--- config.mk ---
export PLATFORM = sky130hd
export DESIGN_NAME = password_attempt_ctrl
export DESIGN_NICKNAME = d
export VERILOG_FILES = /design/src/rtl/password_attempt_ctrl.sv
export SDC_FILE = /design/constraint.sdc
export NUM_CORES = 1
export LEC_CHECK = 0
export CORE_UTILIZATION = 40
export CTS_BUF_LIST = sky130_fd_sc_hd__clkbuf_8
export DETAILED_ROUTE_END_ITERATION = 10
export MAX_ROUTING_LAYER = met4
export PLACE_DENSITY = 0.55
export RECOVER_POWER = 50
export SLEW_MARGIN = 10
export SYNTH_ARGS = -nofsm -noshare
export SYNTH_HDL_FRONTEND = slang
export SYNTH_SLANG_ARGS = --single-unit
--- constraint.sdc ---
create_clock -name clk -period 2.5 [get_ports clk]
set_input_delay 0.5 -clock clk [delete_from_list [all_inputs] [get_ports clk]]
set_output_delay 0.5 -clock clk [all_outputs]
set_load 0.1 [all_outputs]
--- src/rtl/password_attempt_ctrl.sv ---
// Attempt sequencer and lockout controller for the 4-digit checker.
// Grants one attempt at a time, tracks failures and timed windows.
module password_attempt_ctrl #(
  parameter int TICK_DIV     = 50_000_000,
  parameter int MAX_FAILS    = 3,
  parameter int LOCK_TICKS   = 30,
  parameter int UNLOCK_TICKS = 10,
  parameter int ARM_TICKS    = 20
) (
  input  logic       clk,
  input  logic       rst,
  input  logic       start,
  input  logic       res_valid,
  input  logic       res_ok,
  output logic       chk_en,
  output logic       unlocked,
  output logic       locked,
  output logic [2:0] fail_cnt,
  output logic [7:0] remain,
  output logic       tick
);

  localparam int PW = (TICK_DIV > 2) ? $clog2(TICK_DIV) : 1;
  localparam logic [PW-1:0] PMAX = PW'(TICK_DIV - 1);
  localparam logic [7:0] T_ARM = 8'(ARM_TICKS);
  localparam logic [7:0] T_UNL = 8'(UNLOCK_TICKS);
  localparam logic [7:0] T_LCK = 8'(LOCK_TICKS);
  localparam logic [3:0] FMAX4 = 4'(MAX_FAILS);
  localparam logic [2:0] FMAX3 = 3'(MAX_FAILS);

  typedef enum logic [1:0] {
    READY   = 2'd0,
    ARMED   = 2'd1,
    UNLOCK  = 2'd2,
    LOCKOUT = 2'd3
  } state_t;

  state_t          r_state;
  state_t          w_next;
  logic [PW-1:0]   r_presc;
  logic [7:0]      r_timer;
  logic [7:0]      w_timer_nx;
  logic [2:0]      r_fail;
  logic [2:0]      w_fail_nx;
  logic [3:0]      w_fail_inc;
  logic            r_tick;
  logic            r_chk_en;
  logic            r_unlocked;
  logic            r_locked;
  logic            w_tick;
  logic            w_expire;
  logic            w_trans;

  // Internal tick event; the exported pulse is its registered copy.
  assign w_tick     = (r_presc == PMAX);
  assign w_expire   = w_tick && (r_timer == 8'd1);
  assign w_fail_inc = {1'b0, r_fail} + 4'd1;
  assign w_trans    = (w_next != r_state);

  // Next state, timer and failure count from current state and inputs.
  always_comb begin
    w_next     = r_state;
    w_timer_nx = r_timer;
    w_fail_nx  = r_fail;
    unique case (r_state)
      READY: begin
        w_timer_nx = 8'd0;
        if (start) begin
          w_next     = ARMED;
          w_timer_nx = T_ARM;
        end
      end
      ARMED: begin
        if (res_valid) begin
          if (res_ok) begin
            w_next     = UNLOCK;
            w_timer_nx = T_UNL;
            w_fail_nx  = 3'd0;
          end else if (w_fail_inc >= FMAX4) begin
            w_next     = LOCKOUT;
            w_timer_nx = T_LCK;
            w_fail_nx  = FMAX3;
          end else begin
            w_next     = READY;
            w_timer_nx = 8'd0;
            w_fail_nx  = w_fail_inc[2:0];
          end
        end else if (w_expire) begin
          w_next     = READY;
          w_timer_nx = 8'd0;
        end else if (w_tick) begin
          w_timer_nx = r_timer - 8'd1;
        end
      end
      UNLOCK: begin
        if (w_expire) begin
          w_next     = READY;
          w_timer_nx = 8'd0;
        end else if (w_tick) begin
          w_timer_nx = r_timer - 8'd1;
        end
      end
      LOCKOUT: begin
        if (w_expire) begin
          w_next     = READY;
          w_timer_nx = 8'd0;
          w_fail_nx  = 3'd0;
        end else if (w_tick) begin
          w_timer_nx = r_timer - 8'd1;
        end
      end
      default: begin
        w_next     = READY;
        w_timer_nx = 8'd0;
      end
    endcase
  end

  // State, timer, failure count and registered status flags.
  always_ff @(posedge clk) begin
    if (!rst) begin
      r_state    <= READY;
      r_timer    <= 8'd0;
      r_fail     <= 3'd0;
      r_chk_en   <= 1'b0;
      r_unlocked <= 1'b0;
      r_locked   <= 1'b0;
    end else begin
      r_state    <= w_next;
      r_timer    <= w_timer_nx;
      r_fail     <= w_fail_nx;
      r_chk_en   <= (w_next == ARMED);
      r_unlocked <= (w_next == UNLOCK);
      r_locked   <= (w_next == LOCKOUT);
    end
  end

  // Prescaler restarts on every state change so windows are whole ticks.
  always_ff @(posedge clk) begin
    if (!rst) begin
      r_presc <= '0;
      r_tick  <= 1'b0;
    end else begin
      r_tick <= w_tick;
      if (w_trans || w_tick) begin
        r_presc <= '0;
      end else begin
        r_presc <= r_presc + 1'b1;
      end
    end
  end

  assign chk_en   = r_chk_en;
  assign unlocked = r_unlocked;
  assign locked   = r_locked;
  assign fail_cnt = r_fail;
  assign remain   = r_timer;
  assign tick     = r_tick;

endmodule

; ---- After elaboration in Yosys (flattened, before gate mapping)
; Index checks and enable logic that the tools add are counted.
[totals]
mem_bits_rw = 0
regBits = 43
romBits = 0
word_cells = 49
latchBits = 0
memories = 0
[classes]
mux = 18
n_reduce_logical = 7
bitwise = 1
n_lt_le_gt_ge = 1
shifts = 0
multipliers = 0
eq_ne = 11
add_sub_neg = 3
n_div = 0
[ops]
columns = cell, n
row1 = $add 26x1->26 const B, 1
row2 = $eq 26x26->1 const B, 1
row3 = $mux 8, 3
row4 = $pmux 8 s3, 1
row5 = $mux 5, 3
row6 = $mux 3, 4
row7 = $mux 2, 5
row8 = $eq 2x2->1 const B, 4
row9 = $eq 8x1->1 const B, 1
row10 = $sub 8x1->8 const B, 1
row11 = $pmux 2 s3, 1
row12 = $pmux 3 s2, 1
row13 = $add 3x1->4 const B, 1
row14 = $eq 2x1->1 const B, 2
row15 = $ge 4x2->1 const B, 1
row16 = $ne 2x2->1 const B, 2
row17 = $reduce_or 2->1, 2
row18 = $reduce_and 3->1, 1
row19 = $logic_not 2->1, 1
row20 = $ne 2x2->1, 1
row21 = $reduce_bool 2->1, 1
row22 = $logic_and 1x1->1, 1
row23 = $logic_or 1x1->1, 1
row24 = $not 1->1, 1

; ---- Depth between registers and ports, before layout
[logic_depth]
word_depth = 9
depth_mapped = 9

; ---- Least setup slack after synthesis
; OpenSTA, ideal clock, no wires.
[synth_path]
kind = register to register
startpoint = register r_timer[3], in the netlist remain[3]
endpoint = register r_locked, in the netlist locked
path_buffers = 0
t_arrival_ns = 2.346
setup_slack_ns = 0.021
setup_time_ns = 0.133
stages_incl_launch_ff = 6
required_ns = 2.367
cell_sequence = dfxtp_1 > or4_1 > nor4b_2 > nand4_1 > a21o_1 > nor4b_1
[synth_via]
elab_chain_cells = 6
[synth_lines]
columns = element, line
row1 = "start, declared", 41  ; logic [7:0] r_timer;
row2 = "start signal, assigned", 130  ; r_timer <= w_timer_nx;
row3 = $eq 8x1->1 *, 56  ; assign w_expire = w_tick && (r_timer == 8'd1);
row4 = $logic_and 1x1->1 *, 56
row5 = $mux 2 *, "88, 96, 104"
row6 = $mux 2, 74  ; if (res_valid) begin
row7 = $pmux 2 s3 *, 65  ; unique case (r_state)
row8 = $eq 2x2->1 *, 134  ; r_locked <= (w_next == LOCKOUT);
row9 = "end signal, assigned", 134
row10 = "end, declared", 49  ; logic r_locked;
; Mark *: on every way between the ends. The rest lies on a longest branch, timed or not.
; A chain may end at the register's enable or synchronous reset.

; ---- Worst setup path in the final report
[layout_path]
startpoint = register r_presc[16]
endpoint = register r_fail[2], in the netlist fail_cnt[2]
[layout_via]
elab_chain_cells = 4
[layout_lines]
columns = element, line
row1 = "start, declared", 40  ; logic [PW-1:0] r_presc;
row2 = "start signal, assigned", 148  ; r_presc <= r_presc + 1'b1;
row3 = $eq 26x26->1, 55  ; assign w_tick = (r_presc == PMAX);
row4 = $logic_and 1x1->1, 56
row5 = $ne 2x2->1 (no line), n/a
row6 = $reduce_and 3->1 (no line), n/a
row7 = "end signal, assigned", 131  ; r_fail <= w_fail_nx;
row8 = "end, declared", 43  ; logic [2:0] r_fail;
; Every way passes these cells.

==> metrics.md <==
| Metric | Value |
|---|---|
| Status | finished, final reports clean |
| Nets | 278 |
| Final Instance Area | 0.00242 mm^2 |
| Die area | 0.00556 mm^2 |
| Layout Cells excl Fill | 339 |
| # IOs | 20 |
| Post-Place Cells | around 330 |
| Fin crit share | 0.930 |
| Final Slew Violations | 0 |
| Leakage power | 0.000862 uW |
| Clock Pin Slew Worst Setup and Hold Paths | 90 ps |
| Worst hold path class | reg2reg |
| Aggregate global-route resource usage | 0.183 |
| Largest net degree at the start of global routing | 27 |
| Post-CTS setup buffers | 0 |
| Placer's final routability congestion estimate | around 0.77 |
| Max-Slew Margin vs Limit | 0.219 |
| Finish-stage setup viols | 0 |
| Initial DRC Count | 142 |
| # hold bufs at CTS | 0 |
| Syn Inst Count | 242 |
| Prevailing post-synth register cell | dfxtp_1 |
| Max-capacitance violation count | 0 |
| Setup TNS | 0 ps |
| Share of layout cells above drive strength 1 | 0.0818 |
| EDFF count, synth | 0 |
| Starting density of the core | 0.415 |
| WP data arrival | ~2500 ps |
| Power density cells | around 610 mW/mm^2 |
| Final wirelength | 4.47 mm |
| Die W | around 75 um |
| Syn_area_per_cell | 8.70 um^2 |
| Die Y | 74.5 um |
| Post-Syn Area | 0.00210 mm^2 |
| Cts bufs inserted | 5 |
| Fmax achieved | 430 MHz |
| Ys async rst share | 0 |
| Core footprint | 0.00507 mm^2 |
| Std cell rows | 26 |
| Commonest non-fill, non-tap cell in the layout | dfxtp_1 |
| DR vias/cell | between 5 and 6 |
| Detail Route Antenna Nets | 0 |
| Number of port buffers | 19 |
| Net Count, Synth | 252 |
| Worst-skew pair later-pin latency | 300 ps |
| Via count | 1,741 |
| H-tree Lvls | 2 |
| CTS tree | yes |
| # clock sinks | 43 |
| Synthesis Warnings | 0 |
| First-pass iteration count of the detailed router | 4 |
| Maximum VDD drop | 0.215 mV |
| Sequential cell area fraction in the yosys report | 0.409 |
| Gr ovfl total | 0 |
| Most frequent cells in the layout | dfxtp_1 (43), nor2_1 (40), nand2_1 (15), nand3_1 (15), clkbuf_1 (15) |
| Fin Clk Skew | around 7.1 ps |
| HPWL Detailed | 3.21 mm |
| Min Tclk post-route | 2320 ps |
| Worst EP required | ~2700 ps |
| Yosys cell types | 47 |
| Worst Max-Slew Pin Slew | roughly 1200 ps |
| Seq cells post-synth | 43 |
| Antenna Cells | 0 |
| Crit Path Category | reg2reg |
| CTS resizes | 0 |
| Max clock buf depth | 2 |
| Startpoint types | register |
| Initial antenna violation count | 0 |
| First-pass GRT wire length | approximately 7.5 mm |
| Root Driver | clkbuf_8 |
| DR WL/cell | 13.2 um |
| Post-place instance area | 0.00236 mm^2 |
| Final Hold Viols | 0 |
| Worst-path fanout max | 6 |
| RSZ-0062 raised after global routing | no |
| Vias in the first global route | 1,563 |
| Crit. End Element | register |
| Final core occ | 0.477 |
| Layout area overhead | 15.1% |
| DRC violations left | 0 |
synth_stat cells, types with 3 or more instances:
cell type / instances / area [um^2]
dfxtp_1: 43 / 861
nor2_1: 40 / 150
nand2_1: 15 / 56.3
nand3_1: 15 / 75.1
xor2_1: 14 / 123
a21oi_1: 13 / 65.1
inv_1: 10 / 37.5
nand4_1: 10 / 62.6
xnor2_1: 10 / 87.6
nor3_1: 7 / 35.0
ha_1: 5 / 62.6
o21ai_0: 5 / 25.0
nor4_1: 4 / 25.0
or4_1: 4 / 30.0
a21o_1: 3 / 22.5
mux2i_1: 3 / 30.0
or3_1: 3 / 18.8
routing by layer:
layer / share of wire / global-route usage
met5: 0 / -
met2: 0.46 / 0.272
met1: 0.50 / 0.240
met4: 0.0081 / 0.0503
met3: 0.029 / 0.0528
where the power goes:
group          total, uW  switching, uW  internal [uW]
registers            709           13.6            696
clock network        645            249            395
logic                130           93.4           37.0
area by class of cell:
class,count,area [um^2]
Timing Repair Buffer,26,159
Fill cell,533,2650
Inverter,10,37.5
Tap cell,70,87.6
Clock buffer,5,68.8
Multi-Input combinational cell,182,1140
Clock inverter,3,63.8
Sequential cell,43,861
worst max-delay path: stages, from the launching register on:
cell,delay (ps)
dfxtp_1,380
or4_1,590
nor4_4,450
and2_0,300
a41oi_1,250
and3_1,260
worst paths after layout:
kind	start	end	slack, ps	depth (start not counted)
max reg2reg	r_presc[16]	fail_cnt[2]	180	5
min reg2reg	r_presc[0]	r_presc[0]	450	1
max	r_presc[16]	fail_cnt[2]	180	5
min	r_presc[0]	r_presc[0]	450	1
metrics by stage:
step	hold WS, ps	setup slack (ps)	power [uW]
2_1_floorplan	417	20.8	828
3_3_place_gp	435	287	863
3_5_place_dp	442	253	862
4_1_cts	453	216	1510
5_1_grt	493	44.9	1540
6_report	453	175	1480
sequential cells by signal, indices dropped and copies added, names as in the netlist:
register,flops
chk_en,1
r_state,2
r_presc,26
tick,1
locked,1
unlocked,1
remain,8
fail_cnt,3
cell families after synthesis:
family / after synthesis / synth area share
buffers and inverters: 17 / 0.0416
flip-flops: 43 / 0.409
multiplexers: 3 / 0.0143
AND/OR/NAND/NOR: 118 / 0.306
XOR/XNOR: 24 / 0.0999
AO/OA/AOI/OAI: 32 / 0.0999
adder cells (fa/ha/maj): 5 / 0.0297
No activity file was read; power rests on OpenSTA's default activity.
